[src/rtl/ball_pkg.sv]
// ---------------------------------------------------------------------------
// ball_pkg
// Shared types and constants for the ball motion controller.
//   state_t    : per-frame sequencer states
//   KEY_*      : USB HID keycodes the controller reacts to
//   BALL_*     : default screen bounds, centre, step and radius limits
//   axis_t     : position/motion pair for one axis
//   boundAxis  : edge clamp/bounce rule for one axis
// ---------------------------------------------------------------------------
package ball_pkg;

  typedef enum logic [2:0] {
    IDLE,
    SAMPLE,
    MOVE,
    BOUND,
    DONE
  } state_t;

  localparam logic [7:0] KEY_W     = 8'h1A;
  localparam logic [7:0] KEY_S     = 8'h16;
  localparam logic [7:0] KEY_A     = 8'h04;
  localparam logic [7:0] KEY_D     = 8'h07;
  localparam logic [7:0] KEY_SPACE = 8'h2C;
  localparam logic [7:0] KEY_PLUS  = 8'h2E;
  localparam logic [7:0] KEY_MINUS = 8'h2D;

  localparam int BALL_X_MIN    = 0;
  localparam int BALL_X_MAX    = 639;
  localparam int BALL_Y_MIN    = 0;
  localparam int BALL_Y_MAX    = 479;
  localparam int BALL_X_CENTER = 320;
  localparam int BALL_Y_CENTER = 240;
  localparam int BALL_STEP     = 1;
  localparam int BALL_SIZE_DEF = 4;
  localparam int BALL_SIZE_MIN = 2;
  localparam int BALL_SIZE_MAX = 32;

  typedef struct packed {
    logic signed [10:0] pos;
    logic signed [10:0] mot;
  } axis_t;

  // Far edge wins if the ball somehow touches both; the ball is then pushed
  // inside and its motion on this axis points away from the edge it hit.
  function automatic axis_t boundAxis(input logic signed [10:0] pos,
                                      input logic signed [10:0] size,
                                      input logic signed [10:0] mot,
                                      input logic signed [10:0] lo,
                                      input logic signed [10:0] hi,
                                      input logic signed [10:0] step);
    axis_t res;
    res.pos = pos;
    res.mot = mot;
    if (pos + size >= hi) begin
      res.pos = hi - size;
      res.mot = -step;
    end else if (pos - size <= lo) begin
      res.pos = lo + size;
      res.mot = step;
    end
    return res;
  endfunction

endpackage

[src/rtl/ball_motion_ctrl_edge_sync.sv]
// ---------------------------------------------------------------------------
// edge_sync
// Brings an asynchronous level (VGA vsync) into the Clk domain through two
// flops and emits a one-cycle pulse on each rising edge.
//   Clk      in  system clock
//   Reset_n  in  asynchronous active-low reset
//   i_async  in  asynchronous input level
//   o_rise   out one-cycle pulse, 2-3 Clk after the input rises
// ---------------------------------------------------------------------------
module edge_sync (
  input  logic Clk,
  input  logic Reset_n,
  input  logic i_async,
  output logic o_rise
);

  logic r_sync1;
  logic r_sync2;
  logic r_prev;

  // Two-flop synchroniser followed by a delay flop for edge detection.
  always_ff @(posedge Clk or negedge Reset_n) begin
    if (!Reset_n) begin
      r_sync1 <= 1'b0;
      r_sync2 <= 1'b0;
      r_prev  <= 1'b0;
    end else begin
      r_sync1 <= i_async;
      r_sync2 <= r_sync1;
      r_prev  <= r_sync2;
    end
  end

  assign o_rise = r_sync2 & ~r_prev;

endmodule

[src/rtl/ball_motion_ctrl.sv]
// ---------------------------------------------------------------------------
// ball_motion_ctrl
// Per-frame sequencer for the ball drawn by color_mapper. On each rising
// frame_clk it applies steering/size keys, moves the ball one step and
// clamps/bounces it at the screen edges.
//   Clk        in   system clock
//   Reset_n    in   asynchronous active-low reset
//   frame_clk  in   VGA vsync, asynchronous to Clk
//   keycode    in   current USB HID keycode (0x00 = no key)
//   BallX      out  ball centre X
//   BallY      out  ball centre Y
//   Ball_size  out  ball radius
//   frame_tick out  one-cycle pulse in DONE
//   busy       out  high in every state except IDLE
// ---------------------------------------------------------------------------
module ball_motion_ctrl
  import ball_pkg::*;
#(
  parameter int X_MIN    = BALL_X_MIN,
  parameter int X_MAX    = BALL_X_MAX,
  parameter int Y_MIN    = BALL_Y_MIN,
  parameter int Y_MAX    = BALL_Y_MAX,
  parameter int X_CENTER = BALL_X_CENTER,
  parameter int Y_CENTER = BALL_Y_CENTER,
  parameter int STEP     = BALL_STEP,
  parameter int SIZE_DEF = BALL_SIZE_DEF,
  parameter int SIZE_MIN = BALL_SIZE_MIN,
  parameter int SIZE_MAX = BALL_SIZE_MAX
) (
  input  logic       Clk,
  input  logic       Reset_n,
  input  logic       frame_clk,
  input  logic [7:0] keycode,
  output logic [9:0] BallX,
  output logic [9:0] BallY,
  output logic [9:0] Ball_size,
  output logic       frame_tick,
  output logic       busy
);

  localparam logic signed [10:0] C_XMIN  = 11'(X_MIN);
  localparam logic signed [10:0] C_XMAX  = 11'(X_MAX);
  localparam logic signed [10:0] C_YMIN  = 11'(Y_MIN);
  localparam logic signed [10:0] C_YMAX  = 11'(Y_MAX);
  localparam logic signed [10:0] C_STEP  = 11'(STEP);
  localparam logic signed [10:0] C_STEPN = -C_STEP;
  localparam logic signed [10:0] C_ZERO  = 11'sd0;
  localparam logic [9:0]         C_XCEN  = 10'(X_CENTER);
  localparam logic [9:0]         C_YCEN  = 10'(Y_CENTER);
  localparam logic [9:0]         C_SDEF  = 10'(SIZE_DEF);
  localparam logic [9:0]         C_SMIN  = 10'(SIZE_MIN);
  localparam logic [9:0]         C_SMAX  = 10'(SIZE_MAX);

  state_t             r_state;
  logic               r_pending;
  logic [7:0]         r_prevKey;
  logic signed [10:0] r_motX;
  logic signed [10:0] r_motY;
  logic [9:0]         r_ballX;
  logic [9:0]         r_ballY;
  logic [9:0]         r_size;
  logic               r_frameTick;
  logic               r_busy;

  logic               w_frameEdge;
  logic signed [10:0] w_xS;
  logic signed [10:0] w_yS;
  logic signed [10:0] w_sizeS;
  logic signed [10:0] w_movX;
  logic signed [10:0] w_movY;
  axis_t              w_bndX;
  axis_t              w_bndY;

  edge_sync u_edgeSync (
    .Clk     (Clk),
    .Reset_n (Reset_n),
    .i_async (frame_clk),
    .o_rise  (w_frameEdge)
  );

  // Positions are widened to 11-bit signed so "pos - size" can go negative
  // near the top/left edges without wrapping.
  assign w_xS    = signed'({1'b0, r_ballX});
  assign w_yS    = signed'({1'b0, r_ballY});
  assign w_sizeS = signed'({1'b0, r_size});
  assign w_movX  = w_xS + r_motX;
  assign w_movY  = w_yS + r_motY;

  always_comb begin
    w_bndX = boundAxis(w_xS, w_sizeS, r_motX, C_XMIN, C_XMAX, C_STEP);
    w_bndY = boundAxis(w_yS, w_sizeS, r_motY, C_YMIN, C_YMAX, C_STEP);
  end

  // Frame sequencer. The keycode is consumed directly in SAMPLE; only the
  // previous code is kept so size keys step once per press. An edge that
  // arrives while an update is running is remembered in r_pending and
  // starts the next update as soon as the sequencer is back in IDLE.
  always_ff @(posedge Clk or negedge Reset_n) begin
    if (!Reset_n) begin
      r_state     <= IDLE;
      r_pending   <= 1'b0;
      r_prevKey   <= 8'h00;
      r_motX      <= C_ZERO;
      r_motY      <= C_ZERO;
      r_ballX     <= C_XCEN;
      r_ballY     <= C_YCEN;
      r_size      <= C_SDEF;
      r_frameTick <= 1'b0;
      r_busy      <= 1'b0;
    end else begin
      r_frameTick <= 1'b0;
      if (w_frameEdge && (r_state != IDLE)) begin
        r_pending <= 1'b1;
      end
      case (r_state)
        IDLE: begin
          if (w_frameEdge || r_pending) begin
            r_state   <= SAMPLE;
            r_pending <= 1'b0;
            r_busy    <= 1'b1;
          end
        end
        SAMPLE: begin
          r_state   <= MOVE;
          r_prevKey <= keycode;
          case (keycode)
            KEY_W: begin r_motX <= C_ZERO;  r_motY <= C_STEPN; end
            KEY_S: begin r_motX <= C_ZERO;  r_motY <= C_STEP;  end
            KEY_A: begin r_motX <= C_STEPN; r_motY <= C_ZERO;  end
            KEY_D: begin r_motX <= C_STEP;  r_motY <= C_ZERO;  end
            KEY_SPACE: begin
              r_ballX <= C_XCEN;
              r_ballY <= C_YCEN;
              r_motX  <= C_ZERO;
              r_motY  <= C_ZERO;
              r_state <= BOUND;
            end
            KEY_PLUS: begin
              if ((keycode != r_prevKey) && (r_size < C_SMAX)) begin
                r_size <= r_size + 10'd1;
              end
            end
            KEY_MINUS: begin
              if ((keycode != r_prevKey) && (r_size > C_SMIN)) begin
                r_size <= r_size - 10'd1;
              end
            end
            default: ;
          endcase
        end
        MOVE: begin
          r_ballX <= w_movX[9:0];
          r_ballY <= w_movY[9:0];
          r_state <= BOUND;
        end
        BOUND: begin
          r_ballX     <= w_bndX.pos[9:0];
          r_motX      <= w_bndX.mot;
          r_ballY     <= w_bndY.pos[9:0];
          r_motY      <= w_bndY.mot;
          r_frameTick <= 1'b1;
          r_state     <= DONE;
        end
        DONE: begin
          r_state <= IDLE;
          r_busy  <= 1'b0;
        end
        default: begin
          r_state <= IDLE;
          r_busy  <= 1'b0;
        end
      endcase
    end
  end

  assign BallX      = r_ballX;
  assign BallY      = r_ballY;
  assign Ball_size  = r_size;
  assign frame_tick = r_frameTick;
  assign busy       = r_busy;

endmodule

[config.mk]
export PLATFORM = sky130hd
export DESIGN_NAME = ball_motion_ctrl
export DESIGN_NICKNAME = d
export VERILOG_FILES = /design/src/rtl/ball_pkg.sv /design/src/rtl/ball_motion_ctrl_edge_sync.sv /design/src/rtl/ball_motion_ctrl.sv
export SDC_FILE = /design/constraint.sdc
export NUM_CORES = 1
export LEC_CHECK = 0
export ABC_AREA = 1
export BUFFER_PORTS_ARGS = -buffer_cell sky130_fd_sc_hd__buf_2
export CAP_MARGIN = 30
export CORE_AREA = 2 2 138 140
export CTS_BUF_LIST = sky130_fd_sc_hd__clkbuf_8
export CTS_CLUSTER_SIZE = 16
export DETAILED_ROUTE_END_ITERATION = 8
export DIE_AREA = 0 0 140 142
export PLACE_DENSITY = 0.5
export SETUP_SLACK_MARGIN = 0.15
export SYNTH_ARGS = -nofsm -noshare
export SYNTH_HDL_FRONTEND = slang
export SYNTH_HIERARCHICAL = 1
export SYNTH_SLANG_ARGS = --single-unit
export TNS_END_PERCENT = 10
[constraint.sdc]
create_clock -name Clk -period 5.95 [get_ports Clk]
set_input_delay 1.19 -clock Clk [delete_from_list [all_inputs] [get_ports Clk]]
set_output_delay 1.19 -clock Clk [all_outputs]
set_load 0.01 [all_outputs]
==> flow_summary.ini <==
[sta]
hold_viol = 0
rsz0062_at_grt = no
worstMarginPinSlew_ns = 0.7284
setup-violations-final = 0
min_period_ns = 3.548
tns_ns = 0
max_freq_ghz = 0.2818
slew-limit-headroom_pct = 51.44
hold_ws_ns = 0.3620
worst_clock_skew_ns = 0.01072
min_period_over_period_pct = 59.64
slew_violations = 0

[floorplan]
ios = 43
rows = 50
start_util_pct = 34.07
dieArea_um2 = 19880
die_w_um = 140
core-area_um2 = 18460
die_y_um = 142

[global_routing]
grt.met3_usage_pct = 1.615
track_usage_pct = 19.11
busiest_layer = met2
grt-ovfl-total = 0
grt_start_max_net_pins = 52
grt_pass1_wl_mm = 30.39
grtUsageMet1_pct = 27.05
use_met2_pct = 31.94
antenna_found_initial = 0
grt_pass1_vias = 5806

[cells_and_area]
antennaDiodeCount = 0
area_growth_pct = 8.100
fillers = 1992
seq_area_um2 = 1285
fin_nets = 1079
drive_gt1_share_pct = 12.40
multi_input_area_um2 = 4393
final_core_util_pct = 36.83

[cts]
cts_setup_buffers = 0
cts_buffers = 5
clk_latency_ns = 0.33
cts.reportedPaths.clkPinSlew_ns = 0.12
max-clock-path-buffers = 2
htreeDepth = 2
cts-root-buf = clkbuf_8
hold_buffers = 0
cts_tree = yes
cts_resized = 0
clock_sinks = 51

[setup_path]
end_kind = flip-flop
crit_required_ns = 6.17
critical_path_class = in -> reg
path_delay_family = simple AND/OR/NAND/NOR gates
path_cells = buf_2, nor2_2, inv_2, nor3_2, inv_2, nor2_2, inv_2, nor3_4, inv_1, fa_1, o21ai_0, nand2_1, nand2_1, nand2_1, nand2_1, nand2_1, nand2_1, a21oi_1, xnor2_1, o21ai_0, inv_1
slowest_stage = fa_1
crit_buf_inv = 6
cp_common_cell = nand2_1
setup.worst_path.start = keycode[7]
crit_path_start_kind = input port
max_stage_delay_ns = 0.41
arrival_ns = 3.77
r2r-start = Ball_size[7]$_DFFE_PN0P_
cp_max_fo = 10

[synthesis]
synth_edf_count = 0
yosys.area.top_type = dfrtp_1
syn_avg_cell_area_um2 = 6.577
synth_cells = 956
synth_area_leaders = dfrtp_1 18%, nand2_1 17%, ha_1 14%, nand3_1 7.0%, inv_1 6.3%
async_reset_ff_share_pct = 100.0
synth_ff_type = dfrtp_1
synth_cell_types = 48
syn-num-nets = 1044
synth_warnings = 6
yosysTopAreaCellShare_pct = 17.51
synth.yosys.seq_area_share_pct = 20.44
yosys_register_bits = 51
synth_area_um2 = 6287

[routing]
routedWlPerCell_um = 15.29
vias = 6100
drtPass1Iterations = 5
antenna_left = 0
drc = 0
viasPerCell = 4.976
routed_wirelength_mm = 18.74
initialDrtViolationCount = 373

[placed_design]
place_congestion = 0.8372
port_buffers = 42
place_hpwl_mm = 14.50

[status]
status = completed

[worst_hold_path]
hp-start = u_edgeSync/r_sync1$_DFF_PN0_
hp-class = reg -> reg

[flow_run]
drv_cap = 0

[pwr]
leakage_nw = 3.580
ir_drop_v = 0.0001502
cellPowerDensity_nw_per_um2 = 472.3
-- worst reg2reg max path, stage by stage (launching register included) --
cell	delay, ns
dfrtp_1	0.70
inv_1	0.31
ha_1	0.57
o21ai_0	0.15
a21oi_1	0.17
nand2_1	0.07
nand2_1	0.08
nand2_1	0.08
a21oi_2	0.55
nand2_4	0.23
nand3_4	0.20
nand2_4	0.13
inv_4	0.13
nand2_1	0.07
nand2_1	0.05
-- through the flow --
stage / worst slack (ns) / total power (W) / area [um^2] / cells
5_1_grt: 2.066 / 0.003580 / 6797 / 1226
2_1_floorplan: 2.447 / 0.002430 / 6287 / 956
3_3_place_gp: 2.040 / 0.002992 / 6705 / 1218
4_1_cts: 2.382 / 0.003220 / 6797 / 1226
6_report: 2.402 / 0.003210 / 6797 / 1226
3_5_place_dp: 2.030 / 0.002981 / 6705 / 1218
-- state kept, by name (all words and copies together), names as in the netlist --
name and count:
BallX 10, BallY 10, Ball_size 10, busy 1, frame_tick 1, r_motX 2
r_motY 2, r_pending 1, r_prevKey 8, r_state 3, u_edgeSync/r_prev 1, u_edgeSync/r_sync1 1
u_edgeSync/r_sync2 1
-- power breakdown --
part | total, W | switching (W) | internal [W]
clock network | 0.000233 | 0.000147 | 0.0000859
logic | 0.00230 | 0.00150 | 0.000798
registers | 0.000681 | 0.000192 | 0.000489
total | 0.00321 | 0.00184 | 0.00137
-- cells in the mapped netlist (8+ instances only) --
master and number:
nor3_1 12, dfrtp_1 44, buf_2 8, o21ai_1 8, nand3_1 88, nor2_2 10, nor2_1 73, inv_2 15
xor2_1 25, a21oi_1 48, nand2_1 281, inv_1 106, ha_1 70, nand4_1 28, o21ai_0 43
-- cells in the final DEF (no fill, tap or decap), types with 7 or more instances in the layout --
cell and n:
a21oi_1 48, buf_2 42, dfrtp_1 44, dfstp_2 7, fa_1 7, ha_1 70, inv_1 106, inv_2 15
nand2_1 281, nand3_1 88, nand4_1 28, nor2_1 73, nor2_2 9, nor3_1 12, o21ai_0 43, o21ai_1 8
xor2_1 25
-- layout make-up --
| type | count | share of cell area, % |
|---|---|---|
| repair buffers | 48 | 3.756 |
| multi-input cells | 760 | 64.64 |
| flip-flops and latches | 51 | 18.91 |
| inverters | 125 | 7.051 |
| clock buffers | 5 | 1.013 |
| clock inverters | 3 | 0.3314 |
| well taps | 234 | 4.308 |
-- layer usage --
layer | part of all wire, % | up-vias
met5 | 0 | -
met4 | 1.7 | 0
met3 | 2.7 | 18
met2 | 45 | 108
met1 | 50 | 2767
li1 | - | 3207
-- cells by family after synthesis --
| family | after synthesis | synth area share, % |
|---|---|---|
| compound gates | 130 | 11.86 |
| fa+ha+maj | 77 | 16.16 |
| simple gates | 523 | 37.59 |
| flops | 51 | 20.44 |
| buf+inv | 145 | 9.771 |
| xor+xnor | 30 | 4.179 |
-- worst paths after layout --
path,end,slack [ns],cells after the start
max,Ball_size[8]$_DFFE_PN0P_,2.40,21
min,u_edgeSync/r_sync2$_DFF_PN0_,0.36,0
max reg2reg,BallY[1]$_DFFE_PN0P_,2.42,14
min reg2reg,u_edgeSync/r_sync2$_DFF_PN0_,0.36,0
max in group asynchronous,Ball_size[9]$_DFFE_PN0P_,4.49,2
min in group asynchronous,Ball_size[3]$_DFFE_PN0P_,0.98,2
Note: power is estimated with default switching activity, not from simulation.
